`config.mk`:
```
export PLATFORM = sky130hd
export DESIGN_NAME = match_event_logger_flat
export DESIGN_NICKNAME = d
export VERILOG_FILES = /design/src/rtl/match_logger_pkg.sv /design/src/rtl/match_event_logger_if.sv /design/src/rtl/event_fifo.sv /design/src/rtl/match_event_logger.sv /design/src/flat_wrapper.sv
export SDC_FILE = /design/constraint.sdc
export NUM_CORES = 1
export LEC_CHECK = 0
export CORE_ASPECT_RATIO = 0.6
export CORE_MARGIN = 8
export CORE_UTILIZATION = 50
export CTS_BUF_LIST = sky130_fd_sc_hd__clkbuf_4 sky130_fd_sc_hd__clkbuf_8
export CTS_CLUSTER_DIAMETER = 80
export DETAILED_ROUTE_END_ITERATION = 6
export GPL_TIMING_DRIVEN = 1
export PLACE_DENSITY = 0.71
export SLEW_MARGIN = 20
export SYNTH_ARGS = -nofsm -noshare
export SYNTH_HDL_FRONTEND = slang
export SYNTH_SLANG_ARGS = --single-unit
```
`constraint.sdc`:
```
create_clock -name clock -period 2.4 [get_ports clock]
set_input_delay 0.24 -clock clock [delete_from_list [all_inputs] [get_ports clock]]
set_output_delay 0.24 -clock clock [all_outputs]
set_load 0.01 [all_outputs]
```
`src/rtl/match_logger_pkg.sv`:
```
// Shared constants and types for the match event logger.
// Provides the default timestamp, FIFO depth and counter widths plus the
// event word type carried from the logger to its consumer.
package match_logger_pkg;

  localparam int DEF_TS_WIDTH  = 16;
  localparam int DEF_DEPTH     = 4;
  localparam int DEF_CNT_WIDTH = 8;

  // One stored event: the timestamp at which a match was accepted.
  typedef logic [DEF_TS_WIDTH-1:0] event_word_t;

endpackage

```
`src/rtl/match_event_logger_if.sv`:
```
// Event delivery channel from the logger to its consumer.
// Signals: event_valid (head holds an event), event_ready (consumer takes
// the head), event_timestamp (timestamp of the head event).
// master = logger side, slave = consumer side.
interface match_event_logger_if #(
  parameter int TS_WIDTH = match_logger_pkg::DEF_TS_WIDTH
);

  logic                event_valid;
  logic                event_ready;
  logic [TS_WIDTH-1:0] event_timestamp;

  modport master (
    output event_valid,
    output event_timestamp,
    input  event_ready
  );

  modport slave (
    input  event_valid,
    input  event_timestamp,
    output event_ready
  );

endinterface

```
`src/rtl/event_fifo.sv`:
```
// Synchronous first-word-fall-through FIFO with occupancy output.
// Ports: clock, reset (sync active-high), push/din (write), pop (read
// request, ignored while empty), dout (head word), level (entries stored),
// full, empty. A push while full is accepted only when a pop happens on the
// same edge; otherwise it is discarded and storage is left untouched.
module event_fifo
  import match_logger_pkg::*;
#(
  parameter int WIDTH = DEF_TS_WIDTH,
  parameter int DEPTH = DEF_DEPTH
) (
  input  logic                       clock,
  input  logic                       reset,
  input  logic                       push,
  input  logic [WIDTH-1:0]           din,
  input  logic                       pop,
  output logic [WIDTH-1:0]           dout,
  output logic [$clog2(DEPTH):0]     level,
  output logic                       full,
  output logic                       empty
);

  localparam int AW = $clog2(DEPTH);
  localparam int LW = AW + 1;

  logic [WIDTH-1:0] mem_r [DEPTH];
  logic [AW-1:0]    wr_ptr_r;
  logic [AW-1:0]    rd_ptr_r;
  logic [LW-1:0]    level_r;
  logic             push_ok_s;
  logic             pop_ok_s;

  // Accept/reject decisions; a full FIFO still takes a push when it pops too.
  always_comb begin
    pop_ok_s  = 1'b0;
    push_ok_s = 1'b0;
    if (level_r != {LW{1'b0}}) begin
      pop_ok_s = pop;
    end else begin
      pop_ok_s = 1'b0;
    end
    if (level_r != LW'(DEPTH)) begin
      push_ok_s = push;
    end else begin
      push_ok_s = push & pop_ok_s;
    end
  end

  // Storage write; contents are deliberately not cleared by reset.
  always_ff @(posedge clock) begin
    if (push_ok_s && !reset) begin
      mem_r[wr_ptr_r] <= din;
    end
  end

  // Pointer and occupancy bookkeeping; pointers wrap naturally at DEPTH.
  always_ff @(posedge clock) begin
    if (reset) begin
      wr_ptr_r <= {AW{1'b0}};
      rd_ptr_r <= {AW{1'b0}};
      level_r  <= {LW{1'b0}};
    end else begin
      if (push_ok_s) begin
        wr_ptr_r <= wr_ptr_r + AW'(1);
      end
      if (pop_ok_s) begin
        rd_ptr_r <= rd_ptr_r + AW'(1);
      end
      case ({push_ok_s, pop_ok_s})
        2'b10:   level_r <= level_r + LW'(1);
        2'b01:   level_r <= level_r - LW'(1);
        default: level_r <= level_r;
      endcase
    end
  end

  assign dout  = mem_r[rd_ptr_r];
  assign level = level_r;
  assign full  = (level_r == LW'(DEPTH));
  assign empty = (level_r == {LW{1'b0}});

endmodule

```
`src/rtl/match_event_logger.sv`:
```
// Timestamps match pulses from a 1011 sequence detector and queues them.
// Ports: clock, reset (sync active-high), detector_in (match pulse),
// enable (advance timestamp / accept matches), clear_overflow,
// event_count (saturating total of matches, dropped ones included),
// overflow (sticky drop flag), fifo_level (stored entries), and bus
// (event_valid / event_ready / event_timestamp channel to the consumer).
module match_event_logger
  import match_logger_pkg::*;
#(
  parameter int TS_WIDTH  = DEF_TS_WIDTH,
  parameter int DEPTH     = DEF_DEPTH,
  parameter int CNT_WIDTH = DEF_CNT_WIDTH
) (
  input  logic                    clock,
  input  logic                    reset,
  input  logic                    detector_in,
  input  logic                    enable,
  input  logic                    clear_overflow,
  output logic [CNT_WIDTH-1:0]    event_count,
  output logic                    overflow,
  output logic [$clog2(DEPTH):0]  fifo_level,
  match_event_logger_if.master    bus
);

  logic [TS_WIDTH-1:0]  ts_r;
  logic [CNT_WIDTH-1:0] count_r;
  logic                 overflow_r;
  logic                 match_s;
  logic                 pop_s;
  logic                 drop_s;
  logic                 full_s;
  logic                 empty_s;

  // Match qualification and drop detection (full with no same-edge pop).
  always_comb begin
    match_s = detector_in & enable;
    pop_s   = bus.event_ready & ~empty_s;
    if (match_s && full_s && !pop_s) begin
      drop_s = 1'b1;
    end else begin
      drop_s = 1'b0;
    end
  end

  // Timestamp, saturating match counter and sticky overflow flag.
  always_ff @(posedge clock) begin
    if (reset) begin
      ts_r       <= {TS_WIDTH{1'b0}};
      count_r    <= {CNT_WIDTH{1'b0}};
      overflow_r <= 1'b0;
    end else begin
      if (enable) begin
        ts_r <= ts_r + TS_WIDTH'(1);
      end
      if (match_s && (count_r != {CNT_WIDTH{1'b1}})) begin
        count_r <= count_r + CNT_WIDTH'(1);
      end
      // A drop on the same edge as a clear keeps the flag set.
      if (drop_s) begin
        overflow_r <= 1'b1;
      end else if (clear_overflow) begin
        overflow_r <= 1'b0;
      end
    end
  end

  // The pre-increment timestamp is what gets stored for a match.
  event_fifo #(
    .WIDTH (TS_WIDTH),
    .DEPTH (DEPTH)
  ) u_event_fifo (
    .clock (clock),
    .reset (reset),
    .push  (match_s),
    .din   (ts_r),
    .pop   (bus.event_ready),
    .dout  (bus.event_timestamp),
    .level (fifo_level),
    .full  (full_s),
    .empty (empty_s)
  );

  assign bus.event_valid = ~empty_s;
  assign event_count     = count_r;
  assign overflow        = overflow_r;

endmodule

```
`src/flat_wrapper.sv`:
```
// flat-port wrapper written by rule: the top's interface ports become plain ports
module match_event_logger_flat import match_logger_pkg::*;
#(
  parameter int TS_WIDTH  = DEF_TS_WIDTH,
  parameter int DEPTH     = DEF_DEPTH,
  parameter int CNT_WIDTH = DEF_CNT_WIDTH
)
  (clock, reset, detector_in, enable, clear_overflow, event_count, overflow, fifo_level, bus_event_valid, bus_event_timestamp, bus_event_ready);
  match_event_logger_if #(.TS_WIDTH(TS_WIDTH)) bus_i ();
  input  logic clock;
  input  logic reset;
  input  logic detector_in;
  input  logic enable;
  input  logic clear_overflow;
  output logic [CNT_WIDTH-1:0] event_count;
  output logic overflow;
  output logic [$clog2(DEPTH):0] fifo_level;
  output wire logic [$bits(bus_i.event_valid)-1:0] bus_event_valid;
  output wire logic [$bits(bus_i.event_timestamp)-1:0] bus_event_timestamp;
  input wire logic [$bits(bus_i.event_ready)-1:0] bus_event_ready;
  assign bus_event_valid = bus_i.event_valid;
  assign bus_event_timestamp = bus_i.event_timestamp;
  assign bus_i.event_ready = bus_event_ready;
  match_event_logger #(.TS_WIDTH(TS_WIDTH), .DEPTH(DEPTH), .CNT_WIDTH(CNT_WIDTH)) u_core (.clock(clock), .reset(reset), .detector_in(detector_in), .enable(enable), .clear_overflow(clear_overflow), .event_count(event_count), .overflow(overflow), .fifo_level(fifo_level), .bus(bus_i));
endmodule
```
==> reports/results.ini, run 1 <==
[sta]
hold_ws_ps=523.5
finClkSkew_ps=4.848
worst_pin_slew_ps=376.4
tns_ps=0
max_freq_mhz=455.9
fin_crit_sh_pct=91.40
final-hold-violation-count=0
slew_viol_final=0
rsz0062_at_grt=false
period_minus_slack_ps=2194
finalSetupViolations=0
worst_slack_ps=206.4
relSlewSlack_pct=74.76

[power_and_ir_drop]
p_leak_nw=1.648
powerDensity_nw_per_um2=793.9
vdd_drop_max_mv=0.3668

[global_route]
globalRouteTotalUtil_pct=13.79
antenna_found_initial=0
grt_pass1_vias=2277
grt.overflow.total=0
grt_pass1_wl_um=11610
grt_max_degree=34

[cells_and_area]
area_delta_synth_final_pct=20.87
multi_input_area_um2=1269
fill_cells=602
stdcell_area_um2=4783
diodes=0
register_area_um2=2603
drive_gt1_share_pct=16.87
fin_nets=334
utilization_pct=61.41

[critical_path]
r2r_start=u_core.u_event_fifo.level[0]
crit_family=buffers and inverters
r2r_setup_slack_ps=230
critical_path_required_ps=2160
critical_path_peak_fanout=16
worstRegToRegCells=7
cpPeakStageDelay_ps=530
endpoint_kind=output port
critPathBufInv=2
worstPathArrival_ps=1950
crit_type=reg -> out
start_kind=register
worstPathCellList=buf_12 > mux4_2 > clkdlybuf4s50_1
crit_slowest_cell=mux4_2
critical_path.reg2reg.endpoint=u_core.u_event_fifo.level[2]

[clock_network]
insertion_delay_ps=360
clk_path_buf_depth=2
postCtsHoldBufs=0
clock-sinks=98
clkTransAtPathRegs_ps=90
cts_made_buffers=9
cts_root_buffer=clkbuf_8
cts_tree=built
ctsResizeCount=0
h-tree-depth=3
post_cts_buffers=0

[drt]
drt_iter0_markers=159
routed-via-count=2321
drt_pass1_iterations=4
wl_per_cell_um=16.41
viasPerCell=5.348
drtAntennaViolNets=0
routed_wirelength_um=7121
drc=0

[logic_synthesis]
synth_nets=285
ys_ff_latch=98
ys_async_sr_fraction_pct=0
ys_types=47
synth_area_um2=3958
postSynthAreaPerCell_um2=14.55
yosysSeqAreaShare_pct=65.76
yosys_warnings=0
syn_inst=272
synth-edff-count=64
synthFlopType=edfxtp_1

[worst_hold_path]
hp-start=u_core.u_event_fifo.wr_ptr_r[1]
min_to=u_core.u_event_fifo.wr_ptr_r[1]
hold_depth=2
hold_class=reg -> reg

[outcome]
status=finished clean

[run]
maxCapViolations=0

[placement]
dpl_cell_area_um2=4518
dp_hpwl_um=4815
globalplace.congestion=0.8286
port_buffers=34
preCtsSetupSlack_ps=105.7

[floorplan]
die_x_um=130.9
placementRows=25
design.core.area_um2=7789
die_h_um=84.92
dieArea_um2=11110
start_util_pct=50.81
io_pins=35

==> synthesized netlist by cell type, types with 2 or more instances <==
cell      instances  area share, %
a211oi_1          2           0.38
a21o_1            2           0.38
a21oi_1          11            1.4
and2_1            6           0.95
and3_1            3           0.47
buf_2             2           0.25
buf_4             2           0.38
clkbuf_1          5           0.47
dfxtp_1          34             17
edfxtp_1         64             49
ha_1              6            1.9
inv_1             9           0.85
mux2i_1           3           0.76
mux4_2           16            9.1
nand2_1          10           0.95
nand3_1          10            1.3
nand4_1           5           0.79
nor2_1           25            2.4
nor2b_1           2           0.32
nor3_1            4           0.51
nor4_1            2           0.32
o21ai_0           7           0.89
or3_1             4           0.63
xnor2_1           4           0.89
xor2_1           12            2.7
==> logic make-up (layout without fill, tap and decap cells) <==
logic type / Yosys count / count (layout) / synth area share, %
DFF: 98 / 98 / 65.76
and+or+nand+nor: 79 / 79 / 10.81
AOI/OAI and AO/OA: 32 / 32 / 5.153
muxes: 20 / 20 / 10.15
buffers and inverters: 20 / 74 / 2.181
xor gates and xnor gates: 16 / 16 / 3.541
adders and majority gates: 7 / 7 / 2.403
==> worst min-delay path, delay by kind of cell, from the launching register on <==
| family | cells | cell delay (ps) |
|---|---|---|
| AO/OA/AOI/OAI | 2 | 140 |
| flip-flops | 1 | 340 |
==> flip-flops by register name (all words and copies together), names as in the netlist, named ones only <==
name / cells
u_core.overflow: 1
u_core.u_event_fifo.mem_r: 64
u_core.event_count: 8
u_core.u_event_fifo.wr_ptr_r: 2
u_core.u_event_fifo.level: 3
u_core.u_event_fifo.rd_ptr_r: 2
u_core.ts_r: 16
==> power by group <==
part           switching (W)  internal (W)  leakage (nW)
sequential         0.0000465       0.00183         0.865
combinational       0.000254      0.000327         0.654
clock               0.000543      0.000796         0.129
total               0.000843       0.00295          1.65
==> per-stage QoR <==
| step | cells | total power, W |
|---|---|---|
| floorplan | 272 | 0.002242 |
| CTS | 434 | 0.003845 |
| global route | 434 | 0.003957 |
| finish | 434 | 0.003798 |
| global placement | 418 | 0.002494 |
| detailed placement | 418 | 0.002505 |
==> final cells by class <==
cell class	instances	area share [%]
clock inverter	7	2.956
tap	108	2.825
timing repair buffer	49	9.992
multi-input combinational	154	26.52
sequential	98	54.41
clock buffer	9	2.590
inverter	9	0.7063
==> layer usage <==
layer | global-route usage (%) | wire length, µm | vias to the layer above
met5 | 0 | 0 | -
met4 | 4.352 | 97 | 0
met3 | 5.882 | 438 | 11
met2 | 19.33 | 3051 | 47
met1 | 18.76 | 3533 | 1142
li1 | - | - | 1121
==> how the worst max path moves through the flow <==
| stage | start | to | cells past startpoint |
|---|---|---|---|
| 6_report | register | bus_event_timestamp[9] | 3 |
| 5_1_grt | register | bus_event_timestamp[9] | 3 |
| 4_1_cts | register | bus_event_timestamp[9] | 3 |
| 3_5_place_dp | bus_event_ready | u_core.u_event_fifo.level[2] | 8 |
| 3_3_place_gp | bus_event_ready | u_core.u_event_fifo.level[2] | 8 |
| 2_1_floorplan | u_core.u_event_fifo.level[0] | u_core.u_event_fifo.level[2] | 8 |
==> cell usage in the layout, fill, tap and decap left out, drive strengths merged, types with 6 or more instances in the layout <==
master and count:
inv 9, clkdlybuf4s50 34, nand2 10, dfxtp 34
mux4 16, a21oi 11, xor2 12, nand3 10
nor2 26, buf 15, o21ai 7, and2 6
edfxtp 64, clkbuf 9, ha 6, nand4 6
Note: power is estimated with default switching activity, not from simulation.
==> run 2: changes to the inputs <==
--- a/config.mk
+++ b/config.mk
@@ -5,10 +5,10 @@
 export SDC_FILE = /design/constraint.sdc
 export NUM_CORES = 1
 export LEC_CHECK = 0
+export ABC_AREA = 1
 export CORE_ASPECT_RATIO = 0.6
 export CORE_MARGIN = 8
 export CORE_UTILIZATION = 50
-export CTS_BUF_LIST = sky130_fd_sc_hd__clkbuf_4 sky130_fd_sc_hd__clkbuf_8
 export CTS_CLUSTER_DIAMETER = 80
 export DETAILED_ROUTE_END_ITERATION = 6
 export GPL_TIMING_DRIVEN = 1
==> reports/results.ini, run 2 <==
[outcome]
status=finished clean

[critical_path]
crit_type=reg -> out
cpPeakStageDelay_ps=580
critPathBufInv=3
critical_path_peak_fanout=26
worstPathCellList=inv_1 > buf_4 > o21ai_0 > o22ai_1 > clkdlybuf4s50_1
endpoint_kind=output port
crit_slowest_cell=clkdlybuf4s50_1
start_kind=register
crit_family=buffers and inverters
critical_path_required_ps=2160
worstPathArrival_ps=2010

[sta]
period_minus_slack_ps=2246
finalSetupViolations=0
finClkSkew_ps=7.122
worst_pin_slew_ps=445.2
tns_ps=0
rsz0062_at_grt=false
fin_crit_sh_pct=93.59
relSlewSlack_pct=70.32
slew_viol_final=0
final-hold-violation-count=0
max_freq_mhz=445.2

[cells_and_area]
fin_nets=446
largest_register_ffs=64
fill_cells=669
stdcell_area_um2=4860
diodes=0
fin_cells=546
final_common_cell=edfxtp_1
final_cell_mix=64 x edfxtp_1, 51 x nor2_1, 46 x o21ai_0, 44 x nand2_1, 38 x inv_1
regMostFlops=u_core.u_event_fifo.mem_r
area_delta_synth_final_pct=19.32
drive_gt1_share_pct=12.10

[logic_synthesis]
synth_nets=401
synth_area_um2=4073
ys_types=34
ys_async_sr_fraction_pct=0
synthMostInstantiatedCell=edfxtp_1
postSynthAreaPerCell_um2=10.50
synthFlopType=edfxtp_1
yosysTopAreaCellShare_pct=47.19
synthTopCellsByArea=edfxtp_1 47%, dfxtp_1 17%, o21ai_0 5.7%
yosys_warnings=0
yosys-top-cells-count=64 x edfxtp_1, 51 x nor2_1, 46 x o21ai_0
syn_inst=388
synth_top_area_cell=edfxtp_1
ys_ff_latch=98
yosysSeqAreaShare_pct=63.90
synth-edff-count=64

[clock_network]
clkTransAtPathRegs_ps=60
cts_tree=built
post_cts_buffers=0
ctsResizeCount=0
cts_root_buffer=clkbuf_16
insertion_delay_ps=340
h-tree-depth=3
clock-sinks=98
clk_path_buf_depth=2
postCtsHoldBufs=0
cts_made_buffers=9

[drt]
drtAntennaViolNets=0
routed_wirelength_um=8474
drt_pass1_iterations=4
drc=0
viasPerCell=5.223
drt_iter0_markers=225
routed-via-count=2852
wl_per_cell_um=15.52

[worst_hold_path]
hold_class=reg -> reg

[global_route]
grt_pass1_vias=2653
antenna_found_initial=0
grt_max_degree=27
grt_pass1_wl_um=13740
globalRouteTotalUtil_pct=15.41
grt.overflow.total=0

[placement]
place_inst=530
globalplace.congestion=0.7879
port_buffers=34
dpl_cell_area_um2=4589
dp_hpwl_um=5840

[power_and_ir_drop]
p_leak_nw=1.716
powerDensity_nw_per_um2=827.4
vdd_drop_max_mv=0.4324

[floorplan]
placementRows=25
dieArea_um2=11380
die_x_um=132.5
design.core.area_um2=7883
io_pins=35
die_h_um=85.91
start_util_pct=51.67

[run]
maxCapViolations=0

==> run 2: cell types whose count changed in the layout (fill, tap and decap cells not counted), moves of 10 or more <==
cell and delta:
xor2_1 -10, inv_1 +29, nor2_1 +26, nand2_1 +34
o22ai_1 +16, mux4_2 -16, a21oi_1 +12, o21ai_0 +39
==> run 2: tightest hold or removal path, stage by stage (launching register included) <==
cell and delay [ps]:
dfxtp_1 320, nand2_1 60, a21oi_1 50
==> run 2: routing by layer <==
layer	routed length (µm)	vias to the layer above	GRT usage (%)	part of all wire, %
met5	0	-	0	0
met4	86	0	6.148	1.0
met3	637	8	4.901	7.5
met2	3575	85	22.39	42
met1	4175	1335	20.91	49
li1	-	1424	-	-
==> run 2: cell families (layout without fill, tap and decap cells) <==
| group | count (synthesis) | in the layout | share of synthesized area (%) |
|---|---|---|---|
| compound gates | 92 | 92 | 12.23 |
| xor+xnor | 4 | 4 | 0.8604 |
| fa+ha+maj | 7 | 7 | 2.335 |
| buf+inv | 51 | 101 | 4.793 |
| flops | 98 | 98 | 63.90 |
| simple gates | 136 | 136 | 15.88 |
==> run 2: power breakdown <==
group / switching (W) / total [W] / leakage (nW) / internal (W)
Combinational: 0.000451 / 0.000825 / 0.732 / 0.000373
Clock: 0.000591 / 0.00129 / 0.137 / 0.000704
Sequential: 0.0000563 / 0.00190 / 0.848 / 0.00185
==> run 2: area by class of cell <==
type / instances / area (µm²) / share of cell area [%]
Clock inverter: 6 / 41.29 / 0.8496
Multi-Input combinational cell: 239 / 1275 / 26.24
Sequential cell: 98 / 2603 / 53.55
Tap cell: 108 / 135.1 / 2.781
Inverter: 39 / 146.4 / 3.012
Timing Repair Buffer: 46 / 430.4 / 8.857
Clock buffer: 10 / 229.0 / 4.712
==> run 2: path summary, 6_finish.rpt <==
path	end	cells after the start	slack, ps	startpoint
min reg2reg	u_core.overflow	2	480	u_core.overflow
min	u_core.overflow	2	480	u_core.overflow
max reg2reg	u_core.u_event_fifo.level[2]	10	740	u_core.u_event_fifo.level[2]
max	bus_event_timestamp[7]	5	150	register
==> run 2: metrics by stage <==
stage	worst slack, ps	power, W	utilization (%)	hold slack (ps)
after floorplan	595.1	0.002367	-	403.3
after global placement	528.8	0.002748	58.22	445.4
after detailed placement	505.3	0.002763	58.22	466.1
after CTS	138.1	0.004062	61.65	476.3
after global routing	37.62	0.004211	61.65	490.5
final	153.9	0.004021	61.65	480.8
==> run 3: changes to the inputs <==
--- a/config.mk
+++ b/config.mk
@@ -13,7 +13,8 @@
 export DETAILED_ROUTE_END_ITERATION = 6
 export GPL_TIMING_DRIVEN = 1
 export PLACE_DENSITY = 0.71
-export SLEW_MARGIN = 20
+export SKIP_CTS_REPAIR_TIMING = 1
+export SLEW_MARGIN = 0
 export SYNTH_ARGS = -nofsm -noshare
 export SYNTH_HDL_FRONTEND = slang
 export SYNTH_SLANG_ARGS = --single-unit
==> results of run 3 <==
No change in the layout: final DEF, timing and power equal those of run 2.
